File: config.mk
export PLATFORM = sky130hd
export DESIGN_NAME = seg7_scan_flat
export DESIGN_NICKNAME = d
export VERILOG_FILES = /design/src/rtl/seg7_pkg.sv /design/src/rtl/seg7_scan_if.sv /design/src/rtl/seg7_decode.sv /design/src/rtl/seg7_scan.sv /design/src/flat_wrapper.sv
export SDC_FILE = /design/constraint.sdc
export NUM_CORES = 1
export LEC_CHECK = 0
export CAP_MARGIN = 5
export CORE_AREA = 5 5 107 109
export DETAILED_ROUTE_END_ITERATION = 6
export DIE_AREA = 0 0 112 114
export GPL_TIMING_DRIVEN = 0
export PLACE_DENSITY = 0.67
export SETUP_SLACK_MARGIN = 0.15
export SLEW_MARGIN = 5
export SYNTH_ARGS = -nofsm -noshare
export SYNTH_HDL_FRONTEND = slang
export SYNTH_HIERARCHICAL = 1
export SYNTH_SLANG_ARGS = --single-unit
export TNS_END_PERCENT = 50
File: constraint.sdc
create_clock -name O_CLK -period 3.8 [get_ports O_CLK]
set_input_delay 0.38 -clock O_CLK [delete_from_list [all_inputs] [get_ports O_CLK]]
set_output_delay 0.38 -clock O_CLK [all_outputs]
set_load 0.03 [all_outputs]
File: src/rtl/seg7_pkg.sv
// Shared constants for the eight-digit seven-segment scanner: active-low glyphs,
// the scan state encoding and the anode helpers.
package seg7_pkg;

    // Segment order is {g,f,e,d,c,b,a}; a 0 lights the segment.
    localparam logic [6:0] SEG_0     = 7'b1000000;
    localparam logic [6:0] SEG_1     = 7'b1111001;
    localparam logic [6:0] SEG_2     = 7'b0100100;
    localparam logic [6:0] SEG_3     = 7'b0110000;
    localparam logic [6:0] SEG_4     = 7'b0011001;
    localparam logic [6:0] SEG_5     = 7'b0010010;
    localparam logic [6:0] SEG_6     = 7'b0000010;
    localparam logic [6:0] SEG_7     = 7'b1111000;
    localparam logic [6:0] SEG_8     = 7'b0000000;
    localparam logic [6:0] SEG_9     = 7'b0010000;
    localparam logic [6:0] SEG_A     = 7'b0001000;
    localparam logic [6:0] SEG_B     = 7'b0000011;
    localparam logic [6:0] SEG_C     = 7'b1000110;
    localparam logic [6:0] SEG_D     = 7'b0100001;
    localparam logic [6:0] SEG_E     = 7'b0000110;
    localparam logic [6:0] SEG_F     = 7'b0001110;
    localparam logic [6:0] SEG_BLANK = 7'h7F;

    localparam logic [7:0] AN_OFF = 8'hFF;

    typedef enum logic {
        GUARD = 1'b0,
        LIT   = 1'b1
    } state_t;

    // Active-low anode pattern with only digit idx enabled.
    function automatic logic [7:0] an_select(input logic [2:0] idx);
        an_select = ~(8'h01 << idx);
    endfunction

endpackage

File: src/rtl/seg7_scan_if.sv
// Display bus between the digit producers and the seg7_scan driver:
// packed digits, DP mask and enable in; board pins and frame pulse out.
interface seg7_scan_if;
    logic        en;
    logic [31:0] iData;
    logic [7:0]  iDp;
    logic [7:0]  AN;
    logic [6:0]  SEG;
    logic        DP;
    logic        frame_done;

    modport master (
        output en, iData, iDp,
        input  AN, SEG, DP, frame_done
    );

    modport slave (
        input  en, iData, iDp,
        output AN, SEG, DP, frame_done
    );
endinterface

File: src/rtl/seg7_decode.sv
// Combinational hex nibble to active-low seven-segment glyph ({g,f,e,d,c,b,a}).
module seg7_decode
    import seg7_pkg::*;
(
    input  logic [3:0] nib,
    output logic [6:0] seg
);

    // Glyph lookup; A-F use the conventional A,b,C,d,E,F shapes.
    always_comb begin
        seg = SEG_BLANK;
        case (nib)
            4'h0:    seg = SEG_0;
            4'h1:    seg = SEG_1;
            4'h2:    seg = SEG_2;
            4'h3:    seg = SEG_3;
            4'h4:    seg = SEG_4;
            4'h5:    seg = SEG_5;
            4'h6:    seg = SEG_6;
            4'h7:    seg = SEG_7;
            4'h8:    seg = SEG_8;
            4'h9:    seg = SEG_9;
            4'hA:    seg = SEG_A;
            4'hB:    seg = SEG_B;
            4'hC:    seg = SEG_C;
            4'hD:    seg = SEG_D;
            4'hE:    seg = SEG_E;
            4'hF:    seg = SEG_F;
            default: seg = SEG_BLANK;
        endcase
    end

endmodule

File: src/rtl/seg7_scan.sv
// Time-multiplexed eight-digit seven-segment driver with inter-digit blanking
// guard and per-frame input snapshot. Define SEG7_LZB_EN for leading-zero blanking.
module seg7_scan #(
    parameter int DWELL = 1000,
    parameter int GUARD = 4
) (
    input logic         O_CLK,
    input logic         rst,
    seg7_scan_if.slave  bus
);
    import seg7_pkg::*;

    localparam int MAX_PH = (DWELL > GUARD) ? DWELL : GUARD;
    localparam int PW     = $clog2(MAX_PH + 1);
    localparam logic [PW-1:0] D_LAST = PW'(DWELL - 1);
    localparam logic [PW-1:0] G_LAST = (GUARD > 0) ? PW'(GUARD - 1) : '0;

    state_t         state_r;
    logic [2:0]     idx_r;
    logic [PW-1:0]  phase_r;
    logic           armed_r;
    logic [31:0]    snap_data_r;
    logic [7:0]     snap_dp_r;
    logic [7:0]     an_r;
    logic [6:0]     seg_r;
    logic           dp_r;
    logic           fd_r;

    state_t         nxt_state_s;
    logic [2:0]     nxt_idx_s;
    logic [PW-1:0]  nxt_phase_s;
    logic           enter0_s;
    logic [31:0]    snap_data_s;
    logic [7:0]     snap_dp_s;
    logic [3:0]     nib_s;
    logic [6:0]     glyph_s;
    logic [7:0]     lzb_s;
    logic           fd_nxt_s;

    // Scan sequencing: armed_r makes the first advance after reset land on the
    // opening cycle of the digit-0 slot so the snapshot is taken there.
    always_comb begin
        nxt_state_s = state_r;
        nxt_idx_s   = idx_r;
        nxt_phase_s = phase_r;
        enter0_s    = 1'b0;
        if (armed_r) begin
            nxt_idx_s   = 3'd0;
            nxt_phase_s = '0;
            enter0_s    = 1'b1;
            if (GUARD > 0) begin
                nxt_state_s = seg7_pkg::GUARD;
            end else begin
                nxt_state_s = seg7_pkg::LIT;
            end
        end else if (state_r == seg7_pkg::GUARD) begin
            if (phase_r == G_LAST) begin
                nxt_state_s = seg7_pkg::LIT;
                nxt_phase_s = '0;
            end else begin
                nxt_phase_s = phase_r + 1'b1;
            end
        end else begin
            if (phase_r == D_LAST) begin
                nxt_idx_s   = idx_r + 3'd1;
                nxt_phase_s = '0;
                enter0_s    = (idx_r == 3'd7);
                if (GUARD > 0) begin
                    nxt_state_s = seg7_pkg::GUARD;
                end else begin
                    nxt_state_s = seg7_pkg::LIT;
                end
            end else begin
                nxt_phase_s = phase_r + 1'b1;
            end
        end
    end

    // Outputs are built from the next state, so the fresh snapshot is bypassed in.
    assign snap_data_s = enter0_s ? bus.iData : snap_data_r;
    assign snap_dp_s   = enter0_s ? bus.iDp   : snap_dp_r;
    assign nib_s       = snap_data_s[{nxt_idx_s, 2'b00} +: 4];
    assign fd_nxt_s    = (nxt_state_s == seg7_pkg::LIT) && (nxt_idx_s == 3'd7) &&
                         (nxt_phase_s == D_LAST);

    seg7_decode u_decode (
        .nib (nib_s),
        .seg (glyph_s)
    );

`ifdef SEG7_LZB_EN
    // Digit k is a leading blank while every nibble and DP bit from 7 down to k is zero.
    always_comb begin
        logic lead;
        lead  = 1'b1;
        lzb_s = 8'h00;
        for (int k = 7; k >= 1; k--) begin
            lead     = lead & (snap_data_s[4*k +: 4] == 4'h0) & ~snap_dp_s[k];
            lzb_s[k] = lead;
        end
    end
`else
    assign lzb_s = 8'h00;
`endif

    // Scan FSM with registered pin outputs; en low blanks the pins and freezes the scan.
    always_ff @(posedge O_CLK) begin
        if (rst) begin
            state_r     <= seg7_pkg::GUARD;
            idx_r       <= 3'd0;
            phase_r     <= '0;
            armed_r     <= 1'b1;
            snap_data_r <= 32'h0000_0000;
            snap_dp_r   <= 8'h00;
            an_r        <= AN_OFF;
            seg_r       <= SEG_BLANK;
            dp_r        <= 1'b1;
            fd_r        <= 1'b0;
        end else if (!bus.en) begin
            an_r  <= AN_OFF;
            seg_r <= SEG_BLANK;
            dp_r  <= 1'b1;
            fd_r  <= 1'b0;
        end else begin
            state_r     <= nxt_state_s;
            idx_r       <= nxt_idx_s;
            phase_r     <= nxt_phase_s;
            armed_r     <= 1'b0;
            snap_data_r <= snap_data_s;
            snap_dp_r   <= snap_dp_s;
            fd_r        <= fd_nxt_s;
            if (nxt_state_s == seg7_pkg::LIT) begin
                an_r  <= lzb_s[nxt_idx_s] ? AN_OFF : an_select(nxt_idx_s);
                seg_r <= glyph_s;
                dp_r  <= ~snap_dp_s[nxt_idx_s];
            end else begin
                an_r  <= AN_OFF;
                seg_r <= SEG_BLANK;
                dp_r  <= 1'b1;
            end
        end
    end

    assign bus.AN         = an_r;
    assign bus.SEG        = seg_r;
    assign bus.DP         = dp_r;
    assign bus.frame_done = fd_r;

endmodule

File: src/flat_wrapper.sv
// flat-port wrapper written by rule: the top's interface ports become plain ports
module seg7_scan_flat import seg7_pkg::*;
#(
    parameter int DWELL = 1000,
    parameter int GUARD = 4
)
  (O_CLK, rst, bus_en, bus_iData, bus_iDp, bus_AN, bus_SEG, bus_DP, bus_frame_done);
  seg7_scan_if bus_i ();
  input logic O_CLK;
  input logic rst;
  input wire logic [$bits(bus_i.en)-1:0] bus_en;
  input wire logic [$bits(bus_i.iData)-1:0] bus_iData;
  input wire logic [$bits(bus_i.iDp)-1:0] bus_iDp;
  output wire logic [$bits(bus_i.AN)-1:0] bus_AN;
  output wire logic [$bits(bus_i.SEG)-1:0] bus_SEG;
  output wire logic [$bits(bus_i.DP)-1:0] bus_DP;
  output wire logic [$bits(bus_i.frame_done)-1:0] bus_frame_done;
  assign bus_i.en = bus_en;
  assign bus_i.iData = bus_iData;
  assign bus_i.iDp = bus_iDp;
  assign bus_AN = bus_i.AN;
  assign bus_SEG = bus_i.SEG;
  assign bus_DP = bus_i.DP;
  assign bus_frame_done = bus_i.frame_done;
  seg7_scan #(.DWELL(DWELL), .GUARD(GUARD)) u_core (.O_CLK(O_CLK), .rst(rst), .bus(bus_i));
endmodule
After elaboration in Yosys (flattened, before gate mapping):

Memories as Yosys holds them, arrays and structs flattened. A register that Yosys moved wholly into a read port is not among the register bits.
Cells that the tools add are included.

* shifts and indexed selects: 2
* $add $sub $neg: 2
* reduce and logical (&&, ||, !) cells: 5
* order comparisons: 1
* multiplexer cells: 19
* bitwise gates (word level): 4
* eq/ne operators: 5

Operator list (count)
* two-way mux 10 bit: 4
* two-way mux 32 bit: 1
* indexed part select 32 x 6 -> 4 bit: 1
* equality test 10 bit (second input constant): 2
* adder 10 x 1 -> 10 bit (second input constant): 1
* equality test 10 x 2 -> 1 bit (second input constant): 1
* two-way mux 1 bit: 9
* two-way mux 3 bit: 3
* two-way mux 8 bit: 1
* NOT 8 bit: 1
* left shift 1 x 3 -> 8 bit (first input constant): 1
* equality test 3 bit (second input constant): 2
* less-than comparator 3 x 4 -> 1 bit (second input constant): 1
* OR reduction 4 bit: 1
* adder 3 x 1 -> 3 bit (second input constant): 1
* binary-select mux 1 bit (select 3 bit): 1
* NOT 1 bit: 3
* OR reduction 3 bit: 1
* logical AND 1 bit: 2
* OR reduction 2 bit: 1

* memory bits (read-only): 120
* logic and storage cells: 49
* output and inout port bits: 17
* input port bits: 43
* flip-flop bits (word level): 65
* memories: 2

Memories
* (no name shown): words 16, width 7, rd ports 1, clocked after memory_dff 1, write ports 0, RTL line seg7_decode.sv:12 `case (nib)`
* (no name shown): words 8, width 1, rd ports 1, clocked after memory_dff 0, write ports 0, RTL line seg7_scan.sv:133 `an_r <= lzb_s[nxt_idx_s] ? AN_OFF : an_select(nxt_idx_s);`

Depth between registers and ports, before layout:

* word-level depth: 8
* depth in mapped cells: 16

Modules after synthesis:

Netlist, hierarchy kept.

By module, submodules not included
* seg7_scan: cells each 538, sequential area each 1441.4 µm², area an instance 4332.9 µm², times used 1
* seg7_decode: cells each 32, sequential area each 0.0 µm², area an instance 275.3 µm², times used 1

Worst setup path before layout:

Ideal clock, no wire load.

* path type: register to register
* from: register u_core.idx_r[0]
* to: register u_core.seg_r[0], in the netlist u_core/bus.SEG[0]
* setup time: 62 ps
* arrival time: 3096 ps
* stages on the path, launching flop included: 17
* setup slack: 642 ps
* path buffers: 2
* data required time: 3738 ps
* cells stage by stage: dfxtp_1 -> ha_1 -> ha_1 -> buf_2 -> clkbuf_1 -> nor3b_1 -> a221o_1 -> a211oi_1 -> o22a_1 -> o221ai_1 -> mux2_2 -> inv_1 -> ha_1 -> and2b_2 -> or3b_1 -> o21ai_0 -> nand2b_1

* word-level cells in the longest chain between the ends: 6

Ends and longest elaborated chain
* start: declaration: RTL line seg7_scan.sv:19 `logic [2:0] idx_r;`
* start signal: assignment: RTL line seg7_scan.sv:126 `idx_r <= nxt_idx_s;`
* branches (longest 5 deep; another with adder 3 x 1 -> 3 bit)
* indexed part select 32 x 6 -> 4 bit (*): RTL line seg7_scan.sv:82 `assign nib_s = snap_data_s[{nxt_idx_s, 2'b00} +: 4];`
* via u_core.nib_s[1]: RTL line seg7_scan.sv:35 `logic [3:0] nib_s;`
* end: declaration: RTL line seg7_scan.sv:25 `logic [6:0] seg_r;`

Mark *: on every way through the listed nets, which the timed path passes.
A chain may end at the register's enable or synchronous reset.

Final worst setup path:

* from: register u_core.phase_r[0]
* to: register u_core.seg_r[3], in the netlist u_core/bus.SEG[3]

* word-level cells in the longest chain between the ends: 6

Ends and longest elaborated chain
* start: declaration: RTL line seg7_scan.sv:20 `logic [PW-1:0] phase_r;`
* start signal: assignment: RTL line seg7_scan.sv:127 `phase_r <= nxt_phase_s;`
* equality test 10 bit (*): RTL line seg7_scan.sv:64 `if (phase_r == D_LAST) begin`
* two-way mux 1 bit: RTL line seg7_scan.sv:64
* two-way mux 1 bit: RTL line seg7_scan.sv:56 `end else if (state_r == seg7_pkg::GUARD) begin`
* two-way mux 1 bit: RTL line seg7_scan.sv:47 `if (armed_r) begin`
* two-way mux 32 bit: RTL line seg7_scan.sv:80 `assign snap_data_s = enter0_s ? bus.iData : snap_data_r;`
* indexed part select 32 x 6 -> 4 bit (*): RTL line seg7_scan.sv:82
* via u_core.nib_s[0]: RTL line seg7_scan.sv:35

The timed path passes the listed nets; every way through them passes the cells marked *.

==> flow_summary.toml <==
[layout]
insertedDiodeCount = 0
flow.area_growth_from_synthesis_pct = 22.0
final-seq-area_mm2 = 0.00144
fill_cells = 979
final_cell_count_no_fill = 786
layout.nets = 694
post-route-util_pct = 53.5
drive_above_1_share_pct = 12.4
multi_input_area_mm2 = 0.00287

[logic_synthesis]
synth.net_count = 623
synthesis.yosys.warnings = 6
syn-cell-area_mm2 = 0.00461
synth-main-ff-cell = "dfxtp_1"
syn_area_per_cell_um2 = 8.08
postSynthRegisterBits = 72
async_flop_share_pct = 0
seq_area_frac_synth_pct = 31.3
synth-edff-count = 0
netlist-cell-type-count = 68
synth_cells = 570

[clocking]
cts_sinks = 72
cts_root_buffer = "clkbuf_8"
holdBufCountCts = 0
clock_tree_buf_depth = 2
clkLatencyLatePin_ps = 370
clk_transition_reported_paths_ps = 80
tritoncts = "yes"
clock_tree.htree_level_count = 3
cts_made_buffers = 9

[detailed_routing]
post_drt_via_cell_ratio = 5.92
route.final.wire_length_mm = 14.4
detailroute.via_count = 4653
detail-route-antenna-nets = 0
routedWlPerCell_um = 18.3
drt_first_pass_iters = 5
initialDrtViolationCount = 463
detail_route.drc_violations = 0

[power_and_ir_drop]
sequentialPowerShare_pct = 45.8
comb_power_share_pct = 18.0
static_leakage_nw = 1.99
clock_power_share_pct = 36.2
netSwitchingPower_mw = 0.490
areal_power_density_over_the_cells_mw_per_mm2 = 308
switching_fraction_of_total_power_pct = 28.2
p_total_mw = 1.73
vdd_drop_max_uv = 182
internal_power_mw = 1.24

[grt]
grt_pass1_wl_mm = 23.0
grt_antenna_before_repair = 0
use_met2_pct = 34.4
grt.overflow.total = 0
grt_usage_pct = 22.5
grt_start_max_net_pins = 13
routing_layer_with_the_top_usage_in_global_route = "met2"
groute.layer.met1.usage_pct = 30.1
number_of_global_route_vias_before_repair = 4428
grt_util_met3_pct = 5.31

[setup_path]
critPathCapture = "u_core/bus.SEG[3]$_SDFF_PP1_"
crit_arrival_ps = 3770
setup.worst_path.start_class = "flop"
worst_r2r_startpoint = "u_core/phase_r[0]$_SDFFE_PP0P_"
reg2regPathDepth = 13
cp.required_ps = 4040
r2r_end = "u_core/bus.SEG[3]$_SDFF_PP1_"
critical_path_capture_point_type = "flop"
timing.critical_path.from = "u_core/phase_r[0]$_SDFFE_PP0P_"
reg2reg_setup_slack_ps = 270
worst_setup_path_category = "flop to flop"
critPathMaxFanout = 10

[floorplanning]
std_cell_rows = 38
die_width_um = 112
die_height_um = 114
core_area_mm2 = 0.0105
floorplan.initialDensity_pct = 43.9
boundaryPins = 60
fp.dieArea_mm2 = 0.0128

[sta]
worst_slew_pin_slew_ps = 701
hold_slack_ps = 426
setup_viol_count_final = 0
finalSetupTns_ps = 0
layout_worst_path_cycle_share_pct = 92.8
max-slew-margin-rel_pct = 53.3
layout_min_cycle_time_ps = 3530
clock-skew-final_ps = 17.0
setup_repair_after_global_routing_missed_its_margin = "false"
report.final.slew_viol_count = 0
hold_violations = 0
max_freq_ghz = 0.284

[placed_design]
place_congestion = 0.904
placed_cells_incl_taps = 767
io_buffers = 57
dp_hpwl_mm = 10.3

[job]
maxCapViolations = 0

[status]
result_of_the_run = "complete, no violations"

[hold_path]
worstHoldPathType = "input port to flop"
worst min-delay path by stage:
stage | slack (ps) | to | depth (start not counted) | start
final | 430 | u_core/snap_dp_r[4]$_SDFFE_PP0P_ | 2 | rst
after global routing | 450 | u_core/phase_r[2]$_SDFFE_PP0P_ | 4 | bus_en
after CTS | 410 | u_core/snap_dp_r[4]$_SDFFE_PP0P_ | 2 | rst
after detailed placement | 450 | u_core/snap_data_r[14]$_SDFFE_PP0P_ | 2 | u_core/snap_data_r[14]$_SDFFE_PP0P_
after global placement | 440 | u_core/snap_data_r[8]$_SDFFE_PP0P_ | 2 | u_core/snap_data_r[8]$_SDFFE_PP0P_
after floorplan | 430 | u_core/snap_dp_r[6]$_SDFFE_PP0P_ | 2 | u_core/snap_dp_r[6]$_SDFFE_PP0P_
synth_stat cells, types with 4 or more instances:
library cell,instances,area share [%]
a211oi_1,14,2.3
dfxtp_1,72,31
o221ai_1,8,1.5
nand2_1,114,9.3
inv_1,7,0.57
nand4_1,5,0.68
buf_6,6,1.5
nand3b_1,4,0.65
mux2i_1,20,4.3
nand2b_1,16,2.2
o22a_1,8,1.5
mux2_2,6,1.5
o21ai_0,13,1.4
nand3_1,10,1.1
nor3b_1,17,2.8
clkbuf_1,22,1.8
a221o_1,17,3.7
and3_1,5,0.68
buf_2,17,1.8
nand4b_1,4,0.76
buf_4,5,0.81
nor2b_1,17,2.3
a21oi_1,58,6.3
ha_1,10,2.7
nor2_1,16,1.3
nor3_1,5,0.54
nor4_1,19,2.6
cell type report:
class / count / share of cell area [%]
buffer: 52 / 5.50
clock buffer: 11 / 2.52
clock inverter: 5 / 1.00
inverter: 8 / 0.534
multi-input combinational: 438 / 51.1
sequential: 72 / 25.6
tap: 140 / 3.12
timing repair buffer: 60 / 10.6
cell families (layout without fill, tap and decap cells):
logic type                 Yosys count  count (layout)  share of synthesized area (%)
buffers and inverters               60             136                           7.09
muxes                               28              28                           6.62
adders and majority gates           10              10                           2.72
AOI/OAI and AO/OA                  144             144                           22.3
xor gates and xnor gates             1               1                          0.190
DFF                                 72              72                           31.3
and+or+nand+nor                    255             255                           29.8
repair_timing:
action,in CTS,in global routing
endpoints found under the setup margin,3,5
gates resized for setup,1,16
hold endpoints to repair,0,0
buffers inserted,0,3
pin swaps,0,1
through the flow:
| stage | setup slack, ps | area (µm²) |
|---|---|---|
| after CTS | 138 | 5550 |
| final | 275 | 5620 |
| after global placement | 61.7 | 5350 |
| after detailed placement | 37.2 | 5350 |
| after global routing | 147 | 5620 |
| after floorplan | 642 | 4610 |
worst max-delay path: stages, from the launching register on:
cell and delay [ps]:
dfxtp_1 450, ha_4 220, nand4_4 210, clkbuf_1 300, nor4_1 390, a211oi_2 100
o22a_1 250, o221ai_1 100, mux2_2 270, inv_1 120, ha_1 300, inv_1 50
mux4_1 480, nand2b_1 160
state kept, by name (all words and copies together), names as in the netlist:
name and count:
u_core/bus.frame_done 1, u_core/bus.AN 8, u_core/state_r 1, u_core/idx_r 3, u_core/snap_data_r 32, u_core/snap_dp_r 8, u_core/armed_r 1, u_core/phase_r 10
u_core/bus.DP 1, u_core/bus.SEG 7
power groups by stage:
stage                     clock (mW)  combinational, mW  sequential, mW
final                          0.627              0.312           0.794
after global placement             0              0.297           0.810
after floorplan                    0              0.195           0.807
after detailed placement           0              0.305           0.811
after CTS                      0.647              0.306           0.793
after global routing           0.681              0.337           0.797
layer usage:
layer	wire, µm	share of wire, %
met5	0	0
met4	378	2.6
met3	1090	7.6
met2	6410	44
met1	6540	45
layout by cell type (no fill, tap or decap), types with 5 or more instances in the layout:
| cell type | count |
|---|---|
| nand2_1 | 114 |
| dfxtp_1 | 72 |
| a21oi_1 | 58 |
| clkdlybuf4s50_1 | 57 |
| clkbuf_1 | 20 |
| mux2i_1 | 20 |
| nor4_1 | 19 |
| nor3b_1 | 17 |
| nor2b_1 | 17 |
| a221o_1 | 17 |
| nor2_1 | 16 |
| nand2b_1 | 16 |
| buf_2 | 15 |
| a211oi_1 | 13 |
| o21ai_0 | 13 |
| clkbuf_8 | 10 |
| nand3_1 | 10 |
| buf_4 | 9 |
| ha_1 | 9 |
| o22a_1 | 8 |
| o221ai_1 | 8 |
| buf_6 | 6 |
| inv_1 | 6 |
| mux2_2 | 6 |
| nand4_1 | 5 |
| and3_1 | 5 |
Note: power is estimated with default switching activity, not from simulation.
==> edit, RTL diff (same settings) <==
Add a define of `SEG7_LZB_EN`.
--- a/src/rtl/seg7_scan.sv
+++ b/src/rtl/seg7_scan.sv
@@ -2,2 +2,4 @@
 // guard and per-frame input snapshot. Define SEG7_LZB_EN for leading-zero blanking.
+`define SEG7_LZB_EN
+
 module seg7_scan #(
Check against the original RTL: same outputs for any inputs over 10 cycles, from zero or initial values and one cycle with rst high; that may be too few to reach the edited logic, so the function may still have changed.
==> edit against the unedited design <==
Sequential share of layout area grew 1.4 points; critical path type unchanged; worst hold slack gained 0.034 ns; final area shrank 5.2%; worst setup slack gained 0.044 ns; critical endpoint unchanged; area after synthesis shrank 8.0%; wire length shrank 4.7%; total power shrank 1.6%; sequential cell count is the same.
==> edit: results (changes against the unedited design) <==
Placement
  – Final Wtd Congestion: 0.920 (+1.8%)
  – Port bufs: 58 (+1.8%)
  – Pre-CTS setup slack: -0.566 ns (-0.603 ns)
  – Cells after DPL: 775 (+1.0%)
  – Cell area after placement: 4990 µm² (-6.7%)
  – Hpwl dp: 10,200 µm (-0.93%)

Global route
  – GR Util All Layers: 21.5% (-1.0 points)
  – Pin count of the biggest net entering global routing: 12 (-1)

Synth
  – XOR/XNOR share of the synthesized area: 0.826% (+0.64 points)
  – Post-Syn Instances: 577 (+1.2%)
  – Top cells by count, synth: 161 x nand2_1, 73 x a21oi_1, 72 x dfxtp_1
  – Dominant cells by area after synthesis: dfxtp_1 34%, nand2_1 14%, a21oi_1 8.6%
  – Synth Area in Adders: 2.95% (+0.24 points)
  – Distinct cell type count after synthesis: 62 (-8.8%)
  – Syn_nets: 630 (+1.1%)
  – Compound-Gate Fraction of Synth Area: 20.2% (-2.1 points)

Status
  – Status: completed

Clock tree
  – Clk_lat worst skew: 0.35 ns (-0.02 ns)

Drt
  – Initial DRC count: 283 (-39%)
  – Drt total wl: 13,700 µm (-4.7%)
  – Vias: 4,531 (-2.6%)

Timing
  – Min Hold Slack: 0.460 ns (+0.0336 ns)
  – Clock Skew: 0.0141 ns (-0.00284 ns)
  – Final setup violating endpoints: 0 (unchanged)
  – Worst slew margin: 58.8% (+5.5 points)

Pwr
  – Leakage: 2.01 nW (+0.84%)
  – Worst-case vdd ir drop: 267 µV (+46%)

Final layout
  – Layout Nets: 706 (+1.7%)
  – Layout cell share with drive strength beyond 1: 10.2% (-2.2 points)
  – Fin cells: 797 (+1.4%)

Min path
  – Hold_sp: u_core/snap_dp_r[0]
  – Worst hold path class: flip-flop to flip-flop

Worst setup path
  – R2r setup slk: 0.32 ns (+0.04 ns)
  – Worst Path Arrival: 3.70 ns (-0.07 ns)
  – CP top delay family: compound AO/OA/AOI/OAI gates
-- edit: cell types whose count changed in the layout (fill, tap and decap cells not counted), sizes merged, moves of 12 or more --
cell    unedited run  this run
nand2            117       161
a21oi             58        74
a221o             17         0
nor3b             17         1
a211oi            16         2
nor2              17        32
nor2b             17         4
nor4              19         3
or4                2        14
-- edit: kinds of logic after synthesis --
group           count (synthesis)
compound gates                139
flops                          72
simple gates                  283
xor+xnor                        4
fa+ha+maj                      10
buf+inv                        48
mux                            21
-- edit: area by class of cell --
type | instances | area, µm²
inverter | 8 | 30.0
clock buffer | 11 | 141
buffer | 39 | 216
tap | 140 | 175
sequential | 72 | 1440
multi-input combinational | 457 | 2640
timing repair buffer | 66 | 641
clock inverter | 4 | 45.0
fill | 1058 | 5180
-- edit: how the worst max path moves through the flow --
stage | endpoint | slack (ns) | from | cells after the start
after floorplan | u_core/bus.SEG[3] | 0.38 | u_core/phase_r[0] | 16
after global placement | u_core/bus.SEG[3] | -0.54 | u_core/phase_r[0] | 14
after detailed placement | u_core/bus.SEG[3] | -0.57 | u_core/phase_r[0] | 14
after CTS | u_core/bus.SEG[3] | 0.21 | u_core/phase_r[1] | 16
after global routing | u_core/bus.SEG[3] | 0.16 | u_core/phase_r[0] | 16
final | u_core/bus.SEG[3] | 0.32 | u_core/phase_r[0] | 13
-- edit: layer usage --
metal  track usage [%]  share of wire [%]  vias to the layer above
met5                 0                  0                        -
met4              7.69                2.9                        0
met3              4.40                7.0                       31
met2              35.2                 47                      199
met1              28.3                 43                     2124
li1                  -                  -                     2177
-- edit: tightest hold or removal path, delay by kind of cell, from the launching register on --
family,cells,cell delay (ns)
AO/OA/AOI/OAI,1,0.05
flip-flops,1,0.31
AND/OR/NAND/NOR,1,0.05
-- edit: power breakdown --
group	internal, mW	switching (mW)
clock	0.315	0.287
sequential	0.779	0.0204
combinational	0.134	0.170
-- edit: what timing repair did --
| item | in CTS | in global routing |
|---|---|---|
| setup buffers | 6 | 2 |
| pin swaps | 3 | 1 |
| hold endpoints to repair | 0 | 0 |
| setup endpoints to repair | 7 | 5 |
| gates resized for setup | 24 | 11 |
